<file path="src/rtl/dac_bias_sequencer.sv">
// dac_bias_sequencer: steps the DAC Vbias controls and the pattern mode
// select through {mode, bias} combinations. Changes are applied only at the
// rising edge of vblank, so every visible frame uses a single setting.
module dac_bias_sequencer #(
    parameter int LAST_INDEX = 63,
    parameter int DWELL_W    = 8
) (
    input  logic               clk,
    input  logic               rst,
    input  logic               vblank,
    input  logic               src_sel,
    input  logic               auto_en,
    input  logic               wrap_en,
    input  logic               restart,
    input  logic               step_req,
    input  logic [DWELL_W-1:0] dwell_frames,
    input  logic [2:0]         manual_bias,
    input  logic [2:0]         manual_mode,
    output logic [2:0]         bias_out,
    output logic [2:0]         mode_out,
    output logic [5:0]         seq_index,
    output logic               step_ack,
    output logic               done,
    output logic               busy
);

    typedef enum logic [1:0] {
        ST_IDLE  = 2'd0,
        ST_DWELL = 2'd1,
        ST_DONE  = 2'd2
    } state_t;

    localparam logic [5:0] LAST = 6'(LAST_INDEX);

    state_t             state_q, state_d;
    logic [5:0]         seq_index_q, seq_index_d;
    logic [DWELL_W-1:0] frame_cnt_q, frame_cnt_d;
    logic               step_pending_q, step_pending_d;
    logic               step_ack_q, step_ack_d;
    logic               vb_q;
    logic [2:0]         bias_q, bias_d;
    logic [2:0]         mode_q, mode_d;

    logic               rise;
    logic               step_now;
    logic [DWELL_W-1:0] dwell_last;
    logic [5:0]         adv_index;

    // Frame edge, effective dwell length and the "next index" of an advance.
    // adv_index clamps with >= so the index can never leave 0..LAST_INDEX.
    assign rise       = vblank & ~vb_q;
    assign step_now   = step_pending_q | step_req;
    assign dwell_last = (dwell_frames == '0) ? '0 : (dwell_frames - DWELL_W'(1));
    assign adv_index  = (seq_index_q >= LAST) ? 6'd0 : (seq_index_q + 6'd1);

    // State and datapath registers; rst overrides everything.
    always_ff @(posedge clk) begin
        if (rst) begin
            state_q        <= ST_IDLE;
            seq_index_q    <= '0;
            frame_cnt_q    <= '0;
            step_pending_q <= 1'b0;
            step_ack_q     <= 1'b0;
            vb_q           <= 1'b0;
            bias_q         <= '0;
            mode_q         <= '0;
        end else begin
            state_q        <= state_d;
            seq_index_q    <= seq_index_d;
            frame_cnt_q    <= frame_cnt_d;
            step_pending_q <= step_pending_d;
            step_ack_q     <= step_ack_d;
            vb_q           <= vblank;
            bias_q         <= bias_d;
            mode_q         <= mode_d;
        end
    end

    // Next-state and index/counter update; restart is applied last so it
    // wins over any advance or step decided in the same cycle.
    always_comb begin
        state_d        = state_q;
        seq_index_d    = seq_index_q;
        frame_cnt_d    = frame_cnt_q;
        step_pending_d = step_pending_q;
        step_ack_d     = 1'b0;

        case (state_q)
            ST_IDLE: begin
                if (auto_en) begin
                    state_d        = ST_DWELL;
                    frame_cnt_d    = '0;
                    step_pending_d = 1'b0;
                end else begin
                    step_pending_d = step_now;
                    if (rise && step_now) begin
                        seq_index_d    = adv_index;
                        step_pending_d = 1'b0;
                        step_ack_d     = 1'b1;
                    end
                end
            end
            ST_DWELL: begin
                step_pending_d = 1'b0;
                if (!auto_en) begin
                    state_d     = ST_IDLE;
                    frame_cnt_d = '0;
                end else if (rise) begin
                    if (frame_cnt_q >= dwell_last) begin
                        frame_cnt_d = '0;
                        if ((seq_index_q >= LAST) && !wrap_en) begin
                            state_d = ST_DONE;
                        end else begin
                            seq_index_d = adv_index;
                        end
                    end else begin
                        frame_cnt_d = frame_cnt_q + DWELL_W'(1);
                    end
                end
            end
            ST_DONE: begin
                step_pending_d = 1'b0;
                if (!auto_en) begin
                    state_d = ST_IDLE;
                end else if (restart) begin
                    state_d = ST_DWELL;
                end
            end
            default: begin
                state_d = ST_IDLE;
            end
        endcase

        if (restart) begin
            seq_index_d    = '0;
            frame_cnt_d    = '0;
            step_pending_d = 1'b0;
            step_ack_d     = 1'b0;
        end

        bias_d = bias_q;
        mode_d = mode_q;
        if (rise) begin
            bias_d = src_sel ? seq_index_d[2:0] : manual_bias;
            mode_d = src_sel ? seq_index_d[5:3] : manual_mode;
        end
    end

    // Outputs: registered settings plus state decode.
    always_comb begin
        bias_out  = bias_q;
        mode_out  = mode_q;
        seq_index = seq_index_q;
        step_ack  = step_ack_q;
        busy      = (state_q == ST_DWELL);
        done      = (state_q == ST_DONE);
    end

endmodule

</file>
<file path="config.mk">
export PLATFORM = sky130hd
export DESIGN_NAME = dac_bias_sequencer
export DESIGN_NICKNAME = d
export VERILOG_FILES = /design/src/rtl/dac_bias_sequencer.sv
export SDC_FILE = /design/constraint.sdc
export NUM_CORES = 1
export LEC_CHECK = 0
export BUFFER_PORTS_ARGS = -buffer_cell sky130_fd_sc_hd__buf_2
export CORE_ASPECT_RATIO = 1.1
export CORE_MARGIN = 5
export CORE_UTILIZATION = 50
export CTS_CLUSTER_SIZE = 20
export DETAILED_ROUTE_END_ITERATION = 10
export GPL_TIMING_DRIVEN = 0
export PLACE_DENSITY = 0.84
export RECOVER_POWER = 100
export SLEW_MARGIN = 0
export SYNTH_ARGS = -nofsm -noshare
export SYNTH_HDL_FRONTEND = slang
export SYNTH_SLANG_ARGS = --single-unit
</file>
<file path="constraint.sdc">
create_clock -name clk -period 5 [get_ports clk]
set_input_delay 0.5 -clock clk [delete_from_list [all_inputs] [get_ports clk]]
set_output_delay 0.5 -clock clk [all_outputs]
set_load 0.03 [all_outputs]
</file>
# After elaboration in Yosys (flattened, before gate mapping)
# Cells that the tools add are included.
[op_classes]
n_reduce_logical = 12
order_cmp = 2
shift = 0
mul = 0
eq_ne = 7
add_sub_neg = 3
div_mod_pow = 0
muxes = 29
bitwise = 4
[ops]
columns = ["operator", "n"]
rows = [
  ["$mux 6", 8],
  ["$mux 8", 5],
  ["$pmux 8 s2", 1],
  ["$mux 2", 7],
  ["$pmux 6 s2", 1],
  ["$ne 3x2->1 const B", 3],
  ["$add 8x1->8 const B", 1],
  ["$ge 8x8->1", 1],
  ["$logic_not 8->1", 1],
  ["$sub 8x1->8 const B", 1],
  ["$add 6x1->6 const B", 1],
  ["$ge 6x6->1 const B", 1],
  ["$mux 3", 2],
  ["$pmux 2 s3", 1],
  ["$reduce_and 5->1", 1],
  ["$reduce_bool 2->1", 2],
  ["$reduce_or 2->1", 2],
  ["$reduce_or 4->1", 1],
  ["$mux 1", 3],
  ["$ne 3x3->1 const B", 1],
  ["$reduce_and 3->1", 1],
  ["$eq 2x1->1 const B", 1],
  ["$eq 2x2->1 const B", 1],
  ["$logic_and 1x1->1", 2],
  ["7 further kinds", 8],
]
[totals]
wordCells = 65
n_memories = 0
reg_bits = 25
rom_bits = 0
ramBits = 0
in_bits = 22
output_inout_bits = 15
latch_bits = 0

# Longest topological paths before layout
# Gate-level depths: netlist of the first run.
[depth]
word_depth = 9
mapped_depth = 14
depth_no_buf = 14

# Worst setup path before layout of the first run
# Ideal clock, no wire load.
[synth_timing]
kind = "input -> register"
from = "in dwell_frames[1]"
to = "reg seq_index_q[1], in the netlist seq_index[1]"
path_buffers = 0
path_stages = 11
path_slack_ns = 1.855
arrival_time_ns = 3.030
path_cell_list = "or3_1 nor3_1 nor3b_1 mux2i_1 ha_1 a21oi_1 o21ai_0 nor3b_1 or2_1 a311o_1 and2_1"
[synth_via]
elab_chain_len = 8
elab_cells_between_ends = 9
cone_classes = "add/sub (1); order compare (1); mux (6); reduce/logical (1)"
[synth_rtl]
columns = ["element", "line_no", "text"]
rows = [
  ["start, declared", "16", "input logic [DWELL_W-1:0] dwell_frames,"],
  ["$sub 8x1->8 or $logic_not 8->1 (tied branches)", "53", "assign dwell_last = (dwell_frames == '0) ? '0 : (dwell_frames - DWELL_W'(1));"],
  ["$mux 8 (*)", "53", ""],
  ["$ge 8x8->1 (*)", "109", "if (frame_cnt_q >= dwell_last) begin"],
  ["$mux 6 (*)", "109", ""],
  ["$mux 6 (*)", "108", "end else if (rise) begin"],
  ["$mux 6 (*)", "105", "if (!auto_en) begin"],
  ["$pmux 6 s2 (*)", "88", "case (state_q)"],
  ["$mux 6 (*)", "134", "if (restart) begin"],
  ["end signal, assigned", "69", "seq_index_q <= seq_index_d;"],
  ["end, declared", "36", "logic [5:0] seq_index_q, seq_index_d;"],
]
# Every way passes the cells marked *; elsewhere a longest branch is shown, timed or not.
# A chain may end at the register's enable or synchronous reset.

# Final worst setup path of the first run
[layout_timing]
from = "in dwell_frames[1]"
to = "reg mode_q[0], in the netlist mode_out[0]"
[layout_via]
elab_chain_len = 9
elab_cells_between_ends = 10
cone_classes = "add/sub (1); order compare (1); mux (7); reduce/logical (1)"
[layout_rtl]
columns = ["element", "line_no", "text"]
rows = [
  ["$sub 8x1->8 or $logic_not 8->1 (tied branches)", "53", ""],
  ["$mux 8 (*)", "53", ""],
  ["$ge 8x8->1 (*)", "109", ""],
  ["$mux 6 (*)", "109", ""],
  ["$mux 6 (*)", "108", ""],
  ["$mux 6 (*)", "105", ""],
  ["$pmux 6 s2 (*)", "88", ""],
  ["$mux 6 (*)", "134", ""],
  ["$mux 3 (*)", "145", "mode_d = src_sel ? seq_index_d[5:3] : manual_mode;"],
  ["end signal, assigned", "75", "mode_q <= mode_d;"],
  ["end, declared", "42", "logic [2:0] mode_q, mode_d;"],
]
# Marked as above.

==> results of run 1 <==
-- sequential cells by signal (all words and copies together) (netlist names) --
signal / count
bias_out: 3
state_q: 2
step_pending_q: 1
mode_out: 3
seq_index: 6
step_ack: 1
vb_q: 1
frame_cnt_q: 8
-- per-layer routing --
metal / track usage (%) / part of all wire, %
met1: 22.01 / 43
met2: 32.70 / 50
met3: 3.562 / 4.8
met4: 6.705 / 2.4
met5: 0 / 0
-- kinds of logic (layout without fill, tap and decap cells) --
| logic type | count (synthesis) | in the layout | share of synthesized area (%) |
|---|---|---|---|
| xor gates and xnor gates | 11 | 11 | 4.864 |
| buffers and inverters | 22 | 61 | 5.748 |
| muxes | 7 | 7 | 3.727 |
| and+or+nand+nor | 114 | 114 | 29.31 |
| DFF | 25 | 25 | 25.27 |
| AOI/OAI and AO/OA | 60 | 60 | 21.60 |
| adders and majority gates | 15 | 15 | 9.476 |
-- cell usage after synthesis (2+ instances only) --
master    instances  area, sq um
a211oi_1          5        37.54
a21o_1            5        37.54
a21oi_1          15        75.07
a311oi_1          2        17.52
a31oi_1           2        12.51
and2_1            3        18.77
and3_1            3        18.77
buf_6             4        45.04
clkbuf_1          3        11.26
dfxtp_1          25        500.5
ha_1             15        187.7
inv_1            14        52.55
mux2_2            3        33.78
mux2i_1           4        40.04
nand2_1          19        71.32
nand2b_1          2        12.51
nand3_1           6        30.03
nand3b_1          2        15.01
nand4_1           5        31.28
nor2_1           35        131.4
nor2b_1           5        31.28
nor3_1           12        60.06
nor3_2            2        20.02
nor3b_1           4        30.03
nor4_1            3        18.77
o211ai_1          3        22.52
o21a_1            2        15.01
o21ai_0           7        35.03
o22ai_1           2        12.51
o31ai_1           3        22.52
o31ai_2           2        25.02
or2_2             4        25.02
or3_1             4        25.02
xnor2_1           6        52.55
xor2_1            5        43.79
-- metrics by stage --
step | cell area, sq um | utilization, % | power, mW
detailed placement | 2221 | 56.89 | 0.3457
floorplan | 1981 | - | 0.3093
CTS | 2266 | 58.04 | 0.4661
global route | 2221 | 56.89 | 0.4916
global placement | 2221 | 56.89 | 0.3423
finish | 2221 | 56.89 | 0.4607
-- where the power goes --
part / internal [mW] / switching, mW / total [mW]
clock network: 0.0571 / 0.0646 / 0.122
registers: 0.206 / 0.00645 / 0.213
logic: 0.0475 / 0.0789 / 0.126
total: 0.311 / 0.150 / 0.461
-- tightest hold or removal path, cell delays in order, from the launching register on --
cell and delay [ps]:
dfxtp_1 320, nand3b_1 70, o41ai_1 60
-- cells in the final DEF (no fill, tap or decap), types with 6 or more instances in the layout --
cell	instances
nand2_1	19
inv_1	14
o21ai_0	7
buf_2	20
clkbuf_1	21
nand3_1	6
ha_1	15
a211oi_1	6
a21oi_1	15
xnor2_1	6
dfxtp_1	25
nor3_1	12
nor2_1	35
-- final timing paths --
check	startpoint	end	slack (ps)	cells after the start
worst max-delay path	dwell_frames[1]	mode_out[0]	1400	12
worst max register to register	frame_cnt_q[5]	mode_out[0]	2430	7
worst min register to register	mode_out[2]	mode_out[2]	490	2
worst min-delay path	mode_out[2]	mode_out[2]	490	2
-- final cells by class --
| cell class | instances | area, sq um |
|---|---|---|
| Buffer | 8 | 53.80 |
| Tap cell | 52 | 65.06 |
| Timing Repair Buffer | 35 | 155.1 |
| Inverter | 14 | 52.55 |
| Clock buffer | 4 | 45.04 |
| Multi-Input combinational cell | 207 | 1349 |
| Fill cell | 380 | 1683 |
| Sequential cell | 25 | 500.5 |
==> run_results.csv, run 1 <==
group,metric,value,unit
layout,synthToLayoutAreaGrowth,12.13,%
timing,finalHoldViolations,0,
placed_design,pre_cts_ws,1200,ps
placed_design,port-buffer-count,35,
synth,ys.flop_type,"dfxtp_1",
clock_network,cts_buffers,3,
critical_path,critPathRequiredTime,5140,ps
layout,nets,331,
synth,synth_nets,291,
power_and_ir_drop,power.density,207.4,mW/mm^2
timing,fmax,277.6,MHz
global_route,grtUsageTotal,18.51,%
timing,slew_viol_final,0,
timing,final.setup.worst_slack,1398,ps
timing,setup_viol,0,
synth,netlist_instances,254,
critical_path,cp_cell_sequence,"buf_2 > or3_1 > nor3_1 > nor3b_1 > mux2i_1 > ha_1 > nand2_1 > o21ai_0 > nor3b_1 > nor4_1 > a211oi_1 > a211oi_1",
clock_network,h-tree-depth,1,
critical_path,cp.buffers_inverters,1,
hold_path,min_path_type,"reg -> reg",
flow_run,maxCapViolations,0,
clock_network,cts_max_path_buffers,2,
layout,diodes,0,
timing,tightest_slew,662.7,ps
critical_path,crit_arrival,3740,ps
placed_design,dpl.cell_count,341,
synth,synth_cell_type_count,53,
global_route,grt_pass1_vias,1931,
route,num_vias,1983,
synth,synth-edff-count,0,
timing,fin_skew,5.443,ps
placed_design,dp.final_hpwl,3.782,mm
route,dr.pass1.iters,4,
critical_path,critPathKind,"in -> reg",
global_route,overflow,0,
critical_path,critPathCaptureType,"register",
power_and_ir_drop,peakVddDrop,142.8,uV
timing,tns,0,ps
synth,ys_async_sr_fraction,0,%
critical_path,critPathMaxFanout,5,
clock_network,root_buffer,"clkbuf_8",
die,fp.dieH,76.01,um
run_status,status,"finished clean",
synth,avgSynthCellArea,7.798,sq um
timing,slew_headroom,55.56,%
clock_network,cts_hold_buffers,0,
route,drt_first_iter_violations,134,
placed_design,place_congestion,0.9180,
layout,drive_above_1_share,12.97,%
clock_network,clk_pin_slew,90,ps
synth,syn_area,0.001981,sq mm
synth,ys.warnings.count,0,
layout,finalNonFillerCells,345,
critical_path,critPathMaxStageDelay,610,ps
die,num_rows,24,
clock_network,cts_tree,"built",
route,drt-total-wl,4.872,mm
route,via_per_inst,5.748,
route,routedWlPerCell,14.12,um
timing,period_share,72.04,%
power_and_ir_drop,leakagePower,0.8607,nW
clock_network,cts_setup_buffers,0,
timing,holdWs,494.7,ps
die,io-pin-count,37,
global_route,grt_pass1_wl,8.438,mm
die,die_area,0.005321,sq mm
critical_path,critPathTopFamily,"simple AND/OR/NAND/NOR gates",
die,die_x,70.01,um
die,coreArea,0.003904,sq mm
critical_path,crit_path_start_kind,"input port",
die,start_util,50.74,%
clock_network,cts.sinks,25,
route,drcViolationCount,0,
timing,grt_setup_unrepaired,"no",
clock_network,cts-resized-gates,0,
global_route,grt_max_degree,14,
synth,synth_seq_cells,25,
global_route,antenna_found_initial,0,
route,ant_nets,0,
timing,fin_crit,3602,ps
synth,synth_seq_area_share,25.27,%
clock_network,clk_latency,270,ps
critical_path,crit_path_top_delay_cell,"nor3b_1",
No activity file was read; power rests on OpenSTA's default activity.
==> run 2, diff against run 1 <==
ABC_AREA = 1   (was default)
PLACE_DENSITY = 0.87   (was 0.84)
clock period = 3 ns   (was 5 ns; I/O delays follow)
==> run 2 against run 1 <==
Area after synthesis is 5.0% lower. First-iteration DRC count is 42% lower. Design area is 3.5% lower. Clock skew is 4.7 ps higher. Clock power is 66% higher. Wire length is 11% lower. Sequential share of layout area is 0.82 points higher. Final cell count is 10% higher. Register-to-register slack worse by 1600 ps. Clock-buffer cell count stayed put. Highest routed layer unchanged.
==> run_results.csv, run 2 <==
group,metric,value,unit
run_status,status,"finished clean",
power_and_ir_drop,peakVddDrop,389.8,uV
global_route,use_met3,3.474,%
route,drt-total-wl,4.328,mm
global_route,use_met2,31.18,%
power_and_ir_drop,leakagePower,0.9952,nW
hold_path,min_path_type,"in -> reg",
route,via_per_inst,5.152,
power_and_ir_drop,power.density,581.3,mW/mm^2
critical_path,critPathKind,"in -> reg",
synth,synth_top_area_share,26.60,%
die,coreArea,0.003655,sq mm
synth,synth_nets,330,
synth,netlist_instances,293,
route,routedWlPerCell,11.36,um
layout,diodes,0,
timing,setup_viol,0,
global_route,grtUsageTotal,18.86,%
die,die_area,0.005092,sq mm
clock_network,h-tree-depth,1,
layout,fill_cells,356,
route,drt_first_iter_violations,78,
timing,tns,0,ps
critical_path,critPathMaxFanout,10,
route,drcViolationCount,0,
route,num_vias,1963,
synth,synth.most_common_cell,"nand2_1",
synth,synth_area_leaders,"dfxtp_1, nand2_1, ha_1",
layout,drive_above_1_share,12.99,%
timing,slew_viol_final,0,
placed_design,port-buffer-count,34,
die,die_x,68.50,um
layout,nets,369,
critical_path,crit_arrival,2840,ps
synth,ys_async_sr_fraction,0,%
placed_design,place_congestion,0.9384,
synth,ys.flop_type,"dfxtp_1",
clock_network,cts.sinks,25,
global_route,grt_pass1_vias,1826,
die,start_util,51.49,%
route,ant_nets,0,
synth,synth_top_cell_by_area,"dfxtp_1",
layout,largest_register,"frame_cnt_q",
timing,grt_setup_unrepaired,"no",
global_route,grt_busiest_layer,"met2",
route,dr.pass1.iters,4,
synth,syn_area,0.001882,sq mm
timing,period_share,87.81,%
layout,final_cell_mix,"nand2_1, nor2_1, inv_1",
synth,synthTopCellsByCount,"nand2_1, nor2_1, inv_1",
timing,fmax,379.6,MHz
flow_run,maxCapViolations,0,
die,fp.dieH,74.34,um
timing,slew_headroom,64.76,%
power_and_ir_drop,total_power,1.246,mW
timing,finalHoldViolations,0,
global_route,grt_pass1_wl,7.424,mm
critical_path,critPathCaptureType,"register",
placed_design,dp.final_hpwl,3.404,mm
global_route,overflow,0,
global_route,grt_max_degree,14,
synth,synth_seq_area_share,26.60,%
layout,largest_reg_flops,8,
timing,fin_skew,10.14,ps
timing,fin_crit,2634,ps
clock_network,cts_max_path_buffers,2,
global_route,use_met1,23.70,%
critical_path,crit_path_start_kind,"input port",
synth,synth_cell_type_count,33,
clock_network,cts_tree,"built",
synth,ys.warnings.count,0,
clock_network,root_buffer,"clkbuf_8",
critical_path,critPathRequiredTime,3210,ps
global_route,antenna_found_initial,0,
layout,final_util,58.64,%
synth,avgSynthCellArea,6.423,sq um
synth,synth-edff-count,0,
synth,synth_seq_cells,25,
die,io-pin-count,37,
clock_network,cts_hold_buffers,0,
layout,synthToLayoutAreaGrowth,13.90,%
clock_network,clk_pin_slew,90,ps
clock_network,clk_latency,280,ps
clock_network,cts_buffers,3,
layout,final_common_cell,"nand2_1",
timing,tightest_slew,523.8,ps
die,num_rows,23,
[run 2: changes by cell type after synthesis, sizes merged, moves of 4 or more]
cell   change
o31ai      -5
nand2     +55
nor2       +9
nor3      -11
mux2i      -4
nand3     +13
or3        -5
a21oi     +14
inv       +22
xnor2      -5
a21o       -5
nor2b      -5
[run 2: critical path: stages]
cell,delay (ps)
buf_2,120
inv_1,50
ha_1,190
nand2_1,80
or2_2,310
nor3_2,180
inv_1,120
nand3_1,100
ha_1,240
nand2_1,70
inv_1,40
nor2_1,80
o21a_1,130
nand2_2,160
nand3_4,130
nand2_1,70
nand2_1,70
nand2_1,50
nand2_1,50
nand2_1,70
nand2_1,70
nand2_1,60
a21oi_2,100
[run 2: worst paths after layout]
path	startpoint	endpoint	slack, ps	depth (start not counted)
setup reg to reg	state_q[0]	frame_cnt_q[7]	790	12
hold reg to reg	mode_out[2]	mode_out[2]	470	2
setup / recovery	dwell_frames[0]	bias_out[0]	370	23
hold / removal	vblank	vb_q	240	3
[run 2: metal layers]
layer / part of all wire [%] / vias up
met4: 2.1 / 0
met2: 46 / 79
li1: - / 1022
met1: 44 / 853
met3: 7.8 / 9
met5: 0 / -
[run 2: power by group]
part           switching [mW]  total, mW  internal [mW]
Sequential             0.0393      0.411          0.371
Combinational           0.434      0.633          0.200
Clock                   0.107      0.202         0.0952
Total                   0.580       1.25          0.666
[run 2: repair_timing]
action / in CTS / in global routing
gates resized for setup: 0 / 1
buffers inserted: 0 / 0
endpoints found under the setup margin: 0 / 9
[run 2: layout make-up]
| class | count | area, sq um | area share [%] |
|---|---|---|---|
| well taps | 50 | 62.56 | 2.919 |
| plain buffers | 7 | 46.29 | 2.160 |
| inverters | 36 | 135.1 | 6.305 |
| repair buffers | 34 | 151.4 | 7.064 |
| clock buffers | 4 | 45.04 | 2.102 |
| multi-input cells | 225 | 1202 | 56.10 |
| flip-flops and latches | 25 | 500.5 | 23.35 |
[run 2: kinds of logic after synthesis]
kind of cell             share of synthesized area [%]
adder cells (fa/ha/maj)                          9.973
buffers and inverters                            9.641
XOR/XNOR                                         1.862
flip-flops                                       26.60
AO/OA/AOI/OAI                                    13.30
AND/OR/NAND/NOR                                  38.63
[run 2: through the flow]
stage          setup WS, ps  cells  hold slack [ps]  instance area [sq um]
6_report              365.8    381            240.1                   2143
5_1_grt               24.64    381            266.4                   2143
4_1_cts               237.9    381            237.9                   2160
3_5_place_dp         -63.43    377            456.4                   2115
3_3_place_gp          22.57    377            451.0                   2115
2_1_floorplan         491.1    293            424.9                   1882
==> run 3, diff against run 2 <==
ABC_AREA = default   (was 1)
GPL_TIMING_DRIVEN = default   (was 0)
==> run 3 against run 2 <==
Design area grew 9.2%. Critical path depth is 8 lower. Sequential power down 14%. Clock power rose by 9%. Largest power group is now registers. Via count increased by 4.7%. Non-clock buffer count rose by 11. Global-route usage is 0.17 points lower. Flip-flop and latch count unchanged. Combinational power fell by 65%. Worst hold slack gained 40 ps. Wire length grew 15%. Die area up 4.5%.
==> run_results.csv, run 3 (same netlist as run 1, synthesis figures left out) <==
group,metric,value,unit
layout,synthToLayoutAreaGrowth,18.13,%
die,start_util,50.74,%
route,drt-total-wl,4.963,mm
power_and_ir_drop,total_power,796.9,uW
critical_path,critPathMaxFanout,3,
placed_design,dp.final_hpwl,3.873,mm
timing,holdWs,280.2,ps
timing,finalHoldViolations,0,
critical_path,crit-reg2reg-capture,"seq_index[1]",
layout,nets,340,
power_and_ir_drop,power.density,340.6,mW/mm^2
layout,drive_above_1_share,19.54,%
critical_path,startpoint,"dwell_frames[0]",
layout,final_cell_mix,"nor2_1, dfxtp_1, nand2_1, buf_2, clkbuf_1",
clock_network,h-tree-depth,1,
global_route,grt_max_degree,16,
die,die_area,0.005321,sq mm
die,num_rows,24,
clock_network,cts_max_path_buffers,2,
die,coreArea,0.003904,sq mm
clock_network,cts_tree,"built",
route,ant_nets,0,
critical_path,critPathCaptureType,"register",
flow_run,maxCapViolations,0,
placed_design,dpl.cell_count,350,
power_and_ir_drop,p_int,523.1,uW
clock_network,clk_latency,290,ps
global_route,antenna_found_initial,0,
critical_path,critPathKind,"in -> reg",
route,via_per_inst,5.808,
critical_path,crit_path_top_delay_cell,"a2111oi_2",
timing,fin_skew,4.166,ps
route,routedWlPerCell,14.02,um
layout,diodes,0,
clock_network,cts.sinks,25,
critical_path,rr_worst_depth,8,
power_and_ir_drop,p_clk_share,27.8,%
clock_network,cts_buffers,3,
run_status,status,"finished clean",
critical_path,r2r_slack,540,ps
timing,period_share,93.66,%
clock_network,cts_setup_buffers,0,
route,drcViolationCount,0,
layout,largest_reg_flops,8,
power_and_ir_drop,peakVddDrop,193.8,uV
global_route,grt_pass1_wl,8.397,mm
route,drt_first_iter_violations,213,
die,die_x,70.01,um
power_and_ir_drop,p_sw_share,34.36,%
critical_path,critPathMaxStageDelay,360,ps
global_route,grt_pass1_vias,1928,
layout,largest_register,"frame_cnt_q",
timing,grt_setup_unrepaired,"no",
power_and_ir_drop,switchingPower,273.8,uW
clock_network,clk_pin_slew,100,ps
die,fp.dieH,76.01,um
critical_path,crit_arrival,3010,ps
route,num_vias,2056,
critical_path,cp_cell_sequence,"clkbuf_1 > inv_1 > ha_1 > nand2_1 > or2_2 > nor2_1 > nand2_1 > mux2_2 > ha_1 > nand4_1 > or2_0 > a21o_1 > a2111oi_2 > nor3b_1 > o31ai_2",
critical_path,cp-endpoint,"mode_out[1]",
power_and_ir_drop,leakagePower,0.9207,nW
layout,final_util,59.94,%
timing,setup_viol,0,
power_and_ir_drop,p_seq_share,44.4,%
die,io-pin-count,37,
layout,fill_cells,363,
critical_path,timing.rr.start,"seq_index[0]",
placed_design,port-buffer-count,36,
layout,finalNonFillerCells,354,
placed_design,place_congestion,0.9327,
critical_path,critPathRequiredTime,3200,ps
timing,slew_viol_final,0,
layout,final_common_cell,"nor2_1",
hold_path,min_path_type,"in -> reg",
critical_path,crit_path_start_kind,"input port",
timing,final.setup.worst_slack,190.2,ps
global_route,grtUsageTotal,18.69,%
clock_network,root_buffer,"clkbuf_8",
timing,tightest_slew,629.0,ps
power_and_ir_drop,combPwrFrac,27.8,%
timing,slew_headroom,58.07,%
global_route,overflow,0,
route,dr.pass1.iters,4,
placed_design,pre_cts_ws,-328.6,ps
timing,fin_crit,2810,ps
timing,fmax,355.9,MHz
-- run 3: repair_timing --
item / in CTS / in global routing
hold buffers: 0 / 0
endpoints found under the setup margin: 4 / 12
resized for setup: 1 / 8
-- run 3: per-stage QoR --
step | instance area, sq um | TNS, ps
6_report | 2340 | 0
5_1_grt | 2340 | 0
4_1_cts | 2338 | 0
3_5_place_dp | 2285 | -3044
3_3_place_gp | 2285 | -1658
2_1_floorplan | 1981 | 0
-- run 3: how the worst min path moves through the flow --
| stage | from | end | slack (ps) | cells after the start |
|---|---|---|---|---|
| detailed placement | mode_out[2] | mode_out[2] | 490 | 2 |
| finish | vblank | vb_q | 280 | 2 |
| global route | vblank | vb_q | 290 | 2 |
| global placement | mode_out[2] | mode_out[2] | 480 | 2 |
| floorplan | vblank | vb_q | 430 | 1 |
| CTS | vblank | vb_q | 280 | 2 |
-- run 3: critical path: cells and delay by family --
family,cells,cell delay [ps]
muxes,1,260
and+or+nand+nor,7,1060
buffers and inverters,2,150
adders and majority gates,2,460
AOI/OAI and AO/OA,3,790
-- run 3: power groups by stage --
stage | combinational, mW | sequential, mW | clock (mW)
2_1_floorplan | 0.143 | 0.373 | 0
3_3_place_gp | 0.214 | 0.361 | 0
3_5_place_dp | 0.218 | 0.361 | 0
4_1_cts | 0.220 | 0.354 | 0.223
5_1_grt | 0.244 | 0.356 | 0.240
6_report | 0.222 | 0.354 | 0.221
-- run 3: area by class of cell --
| class | instances | area, sq um | share of cell area (%) |
|---|---|---|---|
| Clock buffer | 3 | 41.29 | 1.765 |
| Multi-Input combinational cell | 207 | 1398 | 59.73 |
| Tap cell | 52 | 65.06 | 2.781 |
| Inverter | 14 | 52.55 | 2.246 |
| Timing Repair Buffer | 52 | 275.3 | 11.76 |
| Sequential cell | 25 | 500.5 | 21.39 |
| Clock inverter | 1 | 7.507 | 0.3209 |
-- run 3: metal layers --
layer	vias to the layer above	part of all wire, %	global-route usage [%]
li1	1016	-	-
met1	973	41	21.47
met2	56	52	33.74
met3	11	5.3	3.694
met4	0	1.9	6.897
met5	-	0	0
